--- config.mk ---
export PLATFORM = sky130hd
export DESIGN_NAME = spi_boot_loader
export DESIGN_NICKNAME = d
export VERILOG_FILES = /design/src/rtl/spi_boot_loader.sv
export SDC_FILE = /design/constraint.sdc
export NUM_CORES = 1
export LEC_CHECK = 0
export CORE_UTILIZATION = 25
export CTS_CLUSTER_SIZE = 40
export DETAILED_ROUTE_END_ITERATION = 8
export GPL_ROUTABILITY_DRIVEN = 0
export PLACE_DENSITY = 0.44
export SLEW_MARGIN = 5
export SYNTH_ARGS = -nofsm -noshare
export SYNTH_HDL_FRONTEND = slang
export SYNTH_SLANG_ARGS = --single-unit
--- constraint.sdc ---
create_clock -name cw_clk -period 2.3 [get_ports cw_clk]
set_input_delay 0.345 -clock cw_clk [delete_from_list [all_inputs] [get_ports cw_clk]]
set_output_delay 0.345 -clock cw_clk [all_outputs]
set_load 0.005 [all_outputs]
--- src/rtl/spi_boot_loader.sv ---
// SPI-to-CW-bus boot loader: each LSB-first serial frame becomes one 16-bit bus
// transaction, acknowledged on miso with a single 0 bit (plus read data for reads).
module spi_boot_loader #(
  parameter int ADDR_W = 24,
  parameter int DATA_W = 16
) (
  input  logic              cw_clk,
  input  logic              cw_rst,
  input  logic              en,
  input  logic              spi_clk,
  input  logic              spi_mosi,
  output logic              spi_miso,
  output logic              wb_cyc,
  output logic              wb_stb,
  output logic              wb_we,
  output logic [ADDR_W-1:0] wb_adr,
  output logic [DATA_W-1:0] wb_o_dat,
  input  logic [DATA_W-1:0] wb_i_dat,
  input  logic              wb_ack,
  input  logic              wb_err,
  output logic              busy,
  output logic              err_sticky,
  output logic [2:0]        o_dbg_state
);

  // Bus handshake: cyc/stb stay high from request until (and including) the
  // cycle where wb_ack or wb_err is seen, and are low on the following cycle.

  localparam int MAX_W = (ADDR_W > DATA_W) ? ADDR_W : DATA_W;
  localparam int CNT_W = $clog2(MAX_W + 1);

  localparam logic [2:0] S_IDLE  = 3'd0;
  localparam logic [2:0] S_ADDR  = 3'd1;
  localparam logic [2:0] S_WE    = 3'd2;
  localparam logic [2:0] S_DATA  = 3'd3;
  localparam logic [2:0] S_BUS   = 3'd4;
  localparam logic [2:0] S_ACK   = 3'd5;
  localparam logic [2:0] S_RDOUT = 3'd6;

  logic [1:0]        r_sclk_s;
  logic [1:0]        r_mosi_s;
  logic              r_sclk_d;
  logic              r_rise;
  logic              r_fall;
  logic              r_mosi_q;

  logic [2:0]        r_state;
  logic [CNT_W-1:0]  r_cnt;
  logic [ADDR_W-1:0] r_adr;
  logic [DATA_W-1:0] r_dat;
  logic [DATA_W-1:0] r_rdat;
  logic              r_we;
  logic              r_cyc;
  logic              r_miso;
  logic              r_phase;
  logic              r_abort;
  logic              r_err;
  logic              w_done;

  // Synchronisers reset to the idle-high level so reset release never looks like a start bit.
  always_ff @(posedge cw_clk or posedge cw_rst) begin
    if (cw_rst) begin
      r_sclk_s <= 2'b11;
      r_mosi_s <= 2'b11;
      r_sclk_d <= 1'b1;
      r_rise   <= 1'b0;
      r_fall   <= 1'b0;
      r_mosi_q <= 1'b1;
    end else begin
      r_sclk_s <= {r_sclk_s[0], spi_clk};
      r_mosi_s <= {r_mosi_s[0], spi_mosi};
      r_sclk_d <= r_sclk_s[1];
      r_rise   <= r_sclk_s[1] & ~r_sclk_d;
      r_fall   <= ~r_sclk_s[1] & r_sclk_d;
      r_mosi_q <= r_mosi_s[1];
    end
  end

  assign w_done = r_cyc & (wb_ack | wb_err);

  always_ff @(posedge cw_clk or posedge cw_rst) begin
    if (cw_rst) begin
      r_state <= S_IDLE;
      r_cnt   <= '0;
      r_adr   <= '0;
      r_dat   <= '0;
      r_rdat  <= '0;
      r_we    <= 1'b0;
      r_cyc   <= 1'b0;
      r_miso  <= 1'b1;
      r_phase <= 1'b0;
      r_abort <= 1'b0;
      r_err   <= 1'b0;
    end else begin
      case (r_state)
        S_IDLE: begin
          r_miso <= 1'b1;
          if (en && r_rise && !r_mosi_q) begin
            r_state <= S_ADDR;
            r_cnt   <= '0;
          end
        end
        S_ADDR: begin
          if (!en) begin
            r_state <= S_IDLE;
            r_cnt   <= '0;
          end else if (r_rise) begin
            r_adr <= {r_mosi_q, r_adr[ADDR_W-1:1]};
            if (r_cnt == CNT_W'(ADDR_W - 1)) begin
              r_cnt   <= '0;
              r_state <= S_WE;
            end else begin
              r_cnt <= r_cnt + CNT_W'(1);
            end
          end
        end
        S_WE: begin
          if (!en) begin
            r_state <= S_IDLE;
          end else if (r_rise) begin
            r_we <= r_mosi_q;
            if (r_mosi_q) begin
              r_state <= S_DATA;
            end else begin
              r_state <= S_BUS;
              r_cyc   <= 1'b1;
            end
          end
        end
        S_DATA: begin
          if (!en) begin
            r_state <= S_IDLE;
            r_cnt   <= '0;
          end else if (r_rise) begin
            r_dat <= {r_mosi_q, r_dat[DATA_W-1:1]};
            if (r_cnt == CNT_W'(DATA_W - 1)) begin
              r_cnt   <= '0;
              r_state <= S_BUS;
              r_cyc   <= 1'b1;
            end else begin
              r_cnt <= r_cnt + CNT_W'(1);
            end
          end
        end
        S_BUS: begin
          // A disable during the bus cycle is remembered; the transfer still completes.
          if (!en) r_abort <= 1'b1;
          if (w_done) begin
            r_cyc   <= 1'b0;
            r_rdat  <= wb_err ? '0 : wb_i_dat;
            if (wb_err) r_err <= 1'b1;
            r_abort <= 1'b0;
            r_phase <= 1'b0;
            r_state <= (r_abort || !en) ? S_IDLE : S_ACK;
          end
        end
        S_ACK: begin
          if (!en) begin
            r_state <= S_IDLE;
            r_miso  <= 1'b1;
          end else if (r_fall) begin
            if (!r_phase) begin
              r_miso  <= 1'b0;
              r_phase <= 1'b1;
            end else if (r_we) begin
              r_miso  <= 1'b1;
              r_state <= S_IDLE;
            end else begin
              r_miso  <= r_rdat[0];
              r_rdat  <= {1'b0, r_rdat[DATA_W-1:1]};
              r_cnt   <= CNT_W'(1);
              r_state <= S_RDOUT;
            end
          end
        end
        S_RDOUT: begin
          if (!en) begin
            r_state <= S_IDLE;
            r_miso  <= 1'b1;
            r_cnt   <= '0;
          end else if (r_fall) begin
            if (r_cnt == CNT_W'(DATA_W)) begin
              r_miso  <= 1'b1;
              r_cnt   <= '0;
              r_state <= S_IDLE;
            end else begin
              r_miso <= r_rdat[0];
              r_rdat <= {1'b0, r_rdat[DATA_W-1:1]};
              r_cnt  <= r_cnt + CNT_W'(1);
            end
          end
        end
        default: begin
          r_state <= S_IDLE;
          r_miso  <= 1'b1;
          r_cyc   <= 1'b0;
        end
      endcase
    end
  end

  assign spi_miso    = r_miso;
  assign wb_cyc      = r_cyc;
  assign wb_stb      = r_cyc;
  assign wb_we       = r_we;
  assign wb_adr      = r_adr;
  assign wb_o_dat    = r_dat;
  assign busy        = (r_state != S_IDLE);
  assign err_sticky  = r_err;
  assign o_dbg_state = r_state;

endmodule

; Yosys cells after proc, flatten, opt, wreduce, memory -nomap -nowiden
; Cells that the tools add are included.
[word_totals]
regBits = 78
latch_bits = 0
ram_bits = 0
mem_bits_ro = 0
inputBits = 23
out_inout_bits = 49
wordCells = 149
mem_count = 0
[classes]
n_addsub = 1
mul = 0
div_mod_pow = 0
order_cmp = 0
eq_ne = 34
shift = 0
mux = 66
bitwise_logic = 8
reduce_logical = 23
[ops]
columns = operator, count
row1 = $mux 16, 9
row2 = $mux 5, 14
row3 = $mux 3, 19
row4 = $pmux 16 s3, 1
row5 = $ne 2x2->1 const B, 15
row6 = $ne 3x3->1 const B, 9
row7 = $pmux 5 s5, 1
row8 = $pmux 3 s7, 1
row9 = $mux 1, 18
row10 = $reduce_and 9->1, 2
row11 = $reduce_and 3->1, 5
row12 = $reduce_and 11->1, 1
row13 = $eq 5x5->1 const B, 2
row14 = $eq 3x3->1 const B, 3
row15 = $reduce_and 8->1, 1
row16 = $reduce_or 4->1, 2
row17 = $eq 3x2->1 const B, 2
row18 = $reduce_bool 3->1, 2
row19 = $add 5x1->5 const B, 1
row20 = $eq 5x4->1 const B, 1
row21 = $reduce_bool 5->1, 1
row22 = $not 1->1, 4
row23 = $pmux 1 s4, 1
row24 = $reduce_and 4->1, 1
row25 = 12 further kinds, 16

; Longest topological paths before layout
[depth]
depth_word = 5
ltp_mapped = 9
ltp_nobuf = 9

; Worst setup path before layout
; OpenSTA, ideal clock, no wires.
[synth_path]
kind = register to register
startpoint = register r_cnt[0]
endpoint = register r_state[2] (netlist: o_dbg_state[2])
setup_time_ns = 0.125
t_arrival_ns = 1.843
required_ns = 2.175
path_slack_ns = 0.332
stages_incl_launch_ff = 9
path_buffers = 0
cell_sequence = dfrtp_1 ha_1 nand3_1 inv_1 ha_1 nand3b_1 nand3_4 a2111oi_4 mux2_4
[synth_via]
elab_chain_cells = 3
elab_cells_between_ends = 7
[synth_lines]
columns = item, line_no
row1 = "start, declared", 48  ; logic [CNT_W-1:0] r_cnt;
row2 = "start signal, assigned", 113  ; r_cnt <= r_cnt + CNT_W'(1);
row3 = "start signal, assigned", 141  ; r_cnt <= r_cnt + CNT_W'(1);
row4 = "start signal, assigned", 189  ; r_cnt <= r_cnt + CNT_W'(1);
row5 = $eq 5x5->1 (tied with other cells), 182  ; if (r_cnt == CNT_W'(DATA_W)) begin
row6 = $ne 3x3->1 (no line), --
row7 = $reduce_and 11->1 (no line) (*), --
row8 = "end signal, assigned", 154  ; r_state <= (r_abort || !en) ? S_IDLE : S_ACK;
row9 = "end, declared", 47  ; logic [2:0] r_state;
; Every way passes the cells marked *; elsewhere a longest branch is shown, timed or not.
; A chain may end at the register's enable or synchronous reset.

; Worst setup path after layout
; Ends and elaborated chain as after synthesis.

==> results.sh <==
export IMPL_num_rows=44
export IMPL_synth_edf_count=0
export IMPL_clock_root_buffer="clkbuf_16"
export IMPL_grt_overflow=0
export IMPL_start_kind="flop"
export IMPL_syn2layout_area_growth_pct=35.30
export IMPL_hold_buffers=0
export IMPL_clock_path_buffers=2
export IMPL_max_slew_margin_rel_pct=67.33
export IMPL_p_sw_mw=1.448
export IMPL_p_leak_nw=2.215
export IMPL_syn_avg_cell_area_um2=11.46
export IMPL_post_route_period_util_pct=91.78
export IMPL_holdWs_ps=354.5
export IMPL_cts_num_sinks=78
export IMPL_finalSetupViolCount=0
export IMPL_track_usage_pct=11.27
export IMPL_num_antenna_cells=0
export IMPL_core_area_mm2=0.01459
export IMPL_synth_top_cells_by_area="dfrtp_1, mux2_2, dfstp_2"
export IMPL_fin_crit_ps=2111
export IMPL_io_buffers=71
export IMPL_placed_area_mm2=0.004773
export IMPL_post_cts_buffers=0
export IMPL_critical_path_class="reg2reg"
export IMPL_synth_ff_type="dfrtp_1"
export IMPL_die_y_um=124.6
export IMPL_cts_htree_levels=3
export IMPL_crit_path_top_delay_cell="dfrtp_1"
export IMPL_ir_worst_vdd_uv=360.0
export IMPL_via_count=2751
export IMPL_crit_arrival_ps=2330
export IMPL_critical_path_required_ps=2520
export IMPL_skew_ps=5.572
export IMPL_synth_top_area_cell="dfrtp_1"
export IMPL_critPathMaxFanout=5
export IMPL_path_clk_slew_ps=60
export IMPL_grt_pass1_vias=2761
export IMPL_crit_family="flip-flops"
export IMPL_dp_hpwl_um=5734
export IMPL_synth_fp_nets=355
export IMPL_path_buf_inv=1
export IMPL_hold_viol=0
export IMPL_p_clk_share_pct=31.3
export IMPL_fin_area_mm2=0.005084
export IMPL_final_core_util_pct=34.85
export IMPL_antenna_found_initial=0
export IMPL_power_density_mw_per_mm2=936.6
export IMPL_layout_drive_gt1_share_pct=23.00
export IMPL_ant_nets=0
export IMPL_num_fill_cells=1478
export IMPL_crit_chain="ha_1 -> nand3_1 -> inv_1 -> ha_1 -> nand3b_1 -> nand3_4 -> a2111oi_4 -> mux2_4"
export IMPL_yosysSeqAreaShare_pct=52.18
export IMPL_hp_class="reg2reg"
export IMPL_p_int_mw=3.313
export IMPL_rsz0062_at_grt="false"
export IMPL_p_comb_share_pct=30.5
export IMPL_cp_end_kind="flop"
export IMPL_clk_latency_ps=330
export IMPL_slew_viol_final=0
export IMPL_max_freq_ghz=0.4737
export IMPL_drt_vias_per_instance=4.608
export IMPL_outcome="finished, final reports clean"
export IMPL_initial_core_util_pct=25.75
export IMPL_setup_tns_ps=0
export IMPL_multi_input_area_mm2=0.001597
export IMPL_maxCapViolCount=0
export IMPL_synth_top_cell_area_share_pct=47.29
export IMPL_drt_initial_drc_count=105
export IMPL_die_x_um=124.6
export IMPL_yosysWarnings=0
export IMPL_cts_made_buffers=9
export IMPL_p_sw_share_pct=30.41
export IMPL_cp_slowest_stage_delay_ps=430
export IMPL_synthDistinctLibCells=55
export IMPL_drc=0
export IMPL_num_io_pins=72
export IMPL_num_nets_final=435
export IMPL_p_seq_share_pct=38.1
export IMPL_async_flop_share_pct=100.0
export IMPL_grt_pass1_wl_um=13860
export IMPL_wl_per_cell_um=13.96
export IMPL_tightest_slew_ps=489.0
export IMPL_synthCells=328
export IMPL_drtPass1Iterations=4
export IMPL_syn_area_mm2=0.003757
export IMPL_dieArea_mm2=0.01552
export IMPL_grt_max_degree=35
export IMPL_drt_wl_total_um=8337
export IMPL_ys_seq_elements=78
export IMPL_cts_tree="done"
export IMPL_critPathMostFrequentCell="ha_1"
export IMPL_seq_area_mm2=0.001962
[metal layers]
layer / part of all wire [%] / wire (um) / track usage, % / vias to the layer above
li1: - / - / - / 1339
met1: 48 / 3999 / 14.92 / 1320
met2: 44 / 3662 / 16.31 / 79
met3: 6.4 / 531 / 3.823 / 13
met4: 1.7 / 145 / 5.528 / 0
met5: 0 / 0 / 0 / -
[power by group through the flow]
stage          Combinational (mW)  Sequential (mW)  Clock [mW]
3_5_place_dp                 1.46             1.83           0
2_1_floorplan               0.956             1.76           0
6_report                     1.45             1.81        1.49
3_3_place_gp                 1.47             1.84           0
4_1_cts                      1.47             1.81        1.56
5_1_grt                      1.61             1.85        1.61
[logic make-up after synthesis]
kind of cell / count (synthesis) / synth area share (%)
mux: 47 / 14.02
simple gates: 94 / 15.02
compound gates: 74 / 12.12
fa+ha+maj: 4 / 1.332
flops: 78 / 52.18
buf+inv: 31 / 5.328
[timing repair]
item / in CTS / in global routing
endpoints found under the hold margin: 0 / 0
setup endpoints to repair: 0 / 1
gates resized for setup: 0 / 1
[final timing paths]
check,endpoint,slack (ps),depth (start not counted),from
setup / recovery,o_dbg_state[2],190,8,r_cnt[0]
max in group asynchronous,spi_miso,1310,3,cw_rst
min in group asynchronous,wb_o_dat[5],390,2,cw_rst
setup reg to reg,o_dbg_state[2],190,8,r_cnt[0]
hold / removal,r_mosi_q,350,0,r_mosi_s[1]
hold reg to reg,r_mosi_q,350,0,r_mosi_s[1]
[cells in the mapped netlist, types with 3 or more instances]
cell type / n
dfrtp_1: 71
mux2_2: 41
nand2_1: 31
a21oi_1: 23
o21ai_0: 23
nor3b_1: 16
nor2_1: 10
buf_4: 8
inv_1: 8
dfstp_2: 7
nand2b_1: 7
nor2b_1: 7
o21ai_1: 7
buf_2: 5
mux2i_1: 5
ha_1: 4
clkbuf_1: 3
nand3_1: 3
nand4_1: 3
o221ai_1: 3
[state kept, by name (all words and copies together) (netlist names), 2 cells and up]
name,cells
o_dbg_state,3
r_cnt,5
r_mosi_s,2
r_rdat,16
r_sclk_s,2
wb_adr,24
wb_o_dat,16
[cell type report]
| class | count | share of cell area [%] |
|---|---|---|
| Clock buffer | 12 | 4.652 |
| Clock inverter | 4 | 1.428 |
| Inverter | 9 | 0.7384 |
| Multi-Input combinational cell | 219 | 31.41 |
| Sequential cell | 78 | 38.59 |
| Tap cell | 184 | 4.529 |
| Timing Repair Buffer | 91 | 18.66 |
[worst reg2reg max path, cell delays in order (launching register included)]
cell,delay (ps)
dfrtp_1,430
ha_1,240
nand3_1,120
inv_1,70
ha_1,190
nand3b_1,160
nand3_4,110
a2111oi_4,340
mux2_4,330
[cell usage in the layout (no fill, tap or decap), drive strengths merged, types with 3 or more instances in the layout]
master         instances
a21oi                 23
and3b                  3
buf                   20
clkbuf                12
clkdlybuf4s50         71
dfrtp                 71
dfstp                  7
ha                     4
inv                    8
mux2                  42
mux2i                  5
nand2                 31
nand2b                 7
nand3                  4
nand4                  3
nand4b                 3
nor2                  11
nor2b                  7
nor3b                 16
o21ai                 30
o221ai                 3
[per-stage QoR]
step           std cells  setup WS [ps]  total power [mW]
3_3_place_gp         581          90.10             3.302
4_1_cts              597          81.27             4.842
6_report             597          189.0             4.761
2_1_floorplan        328          332.2             2.712
3_5_place_dp         581          88.62             3.293
5_1_grt              597          29.48             5.074
No activity file was read; power rests on OpenSTA's default activity.
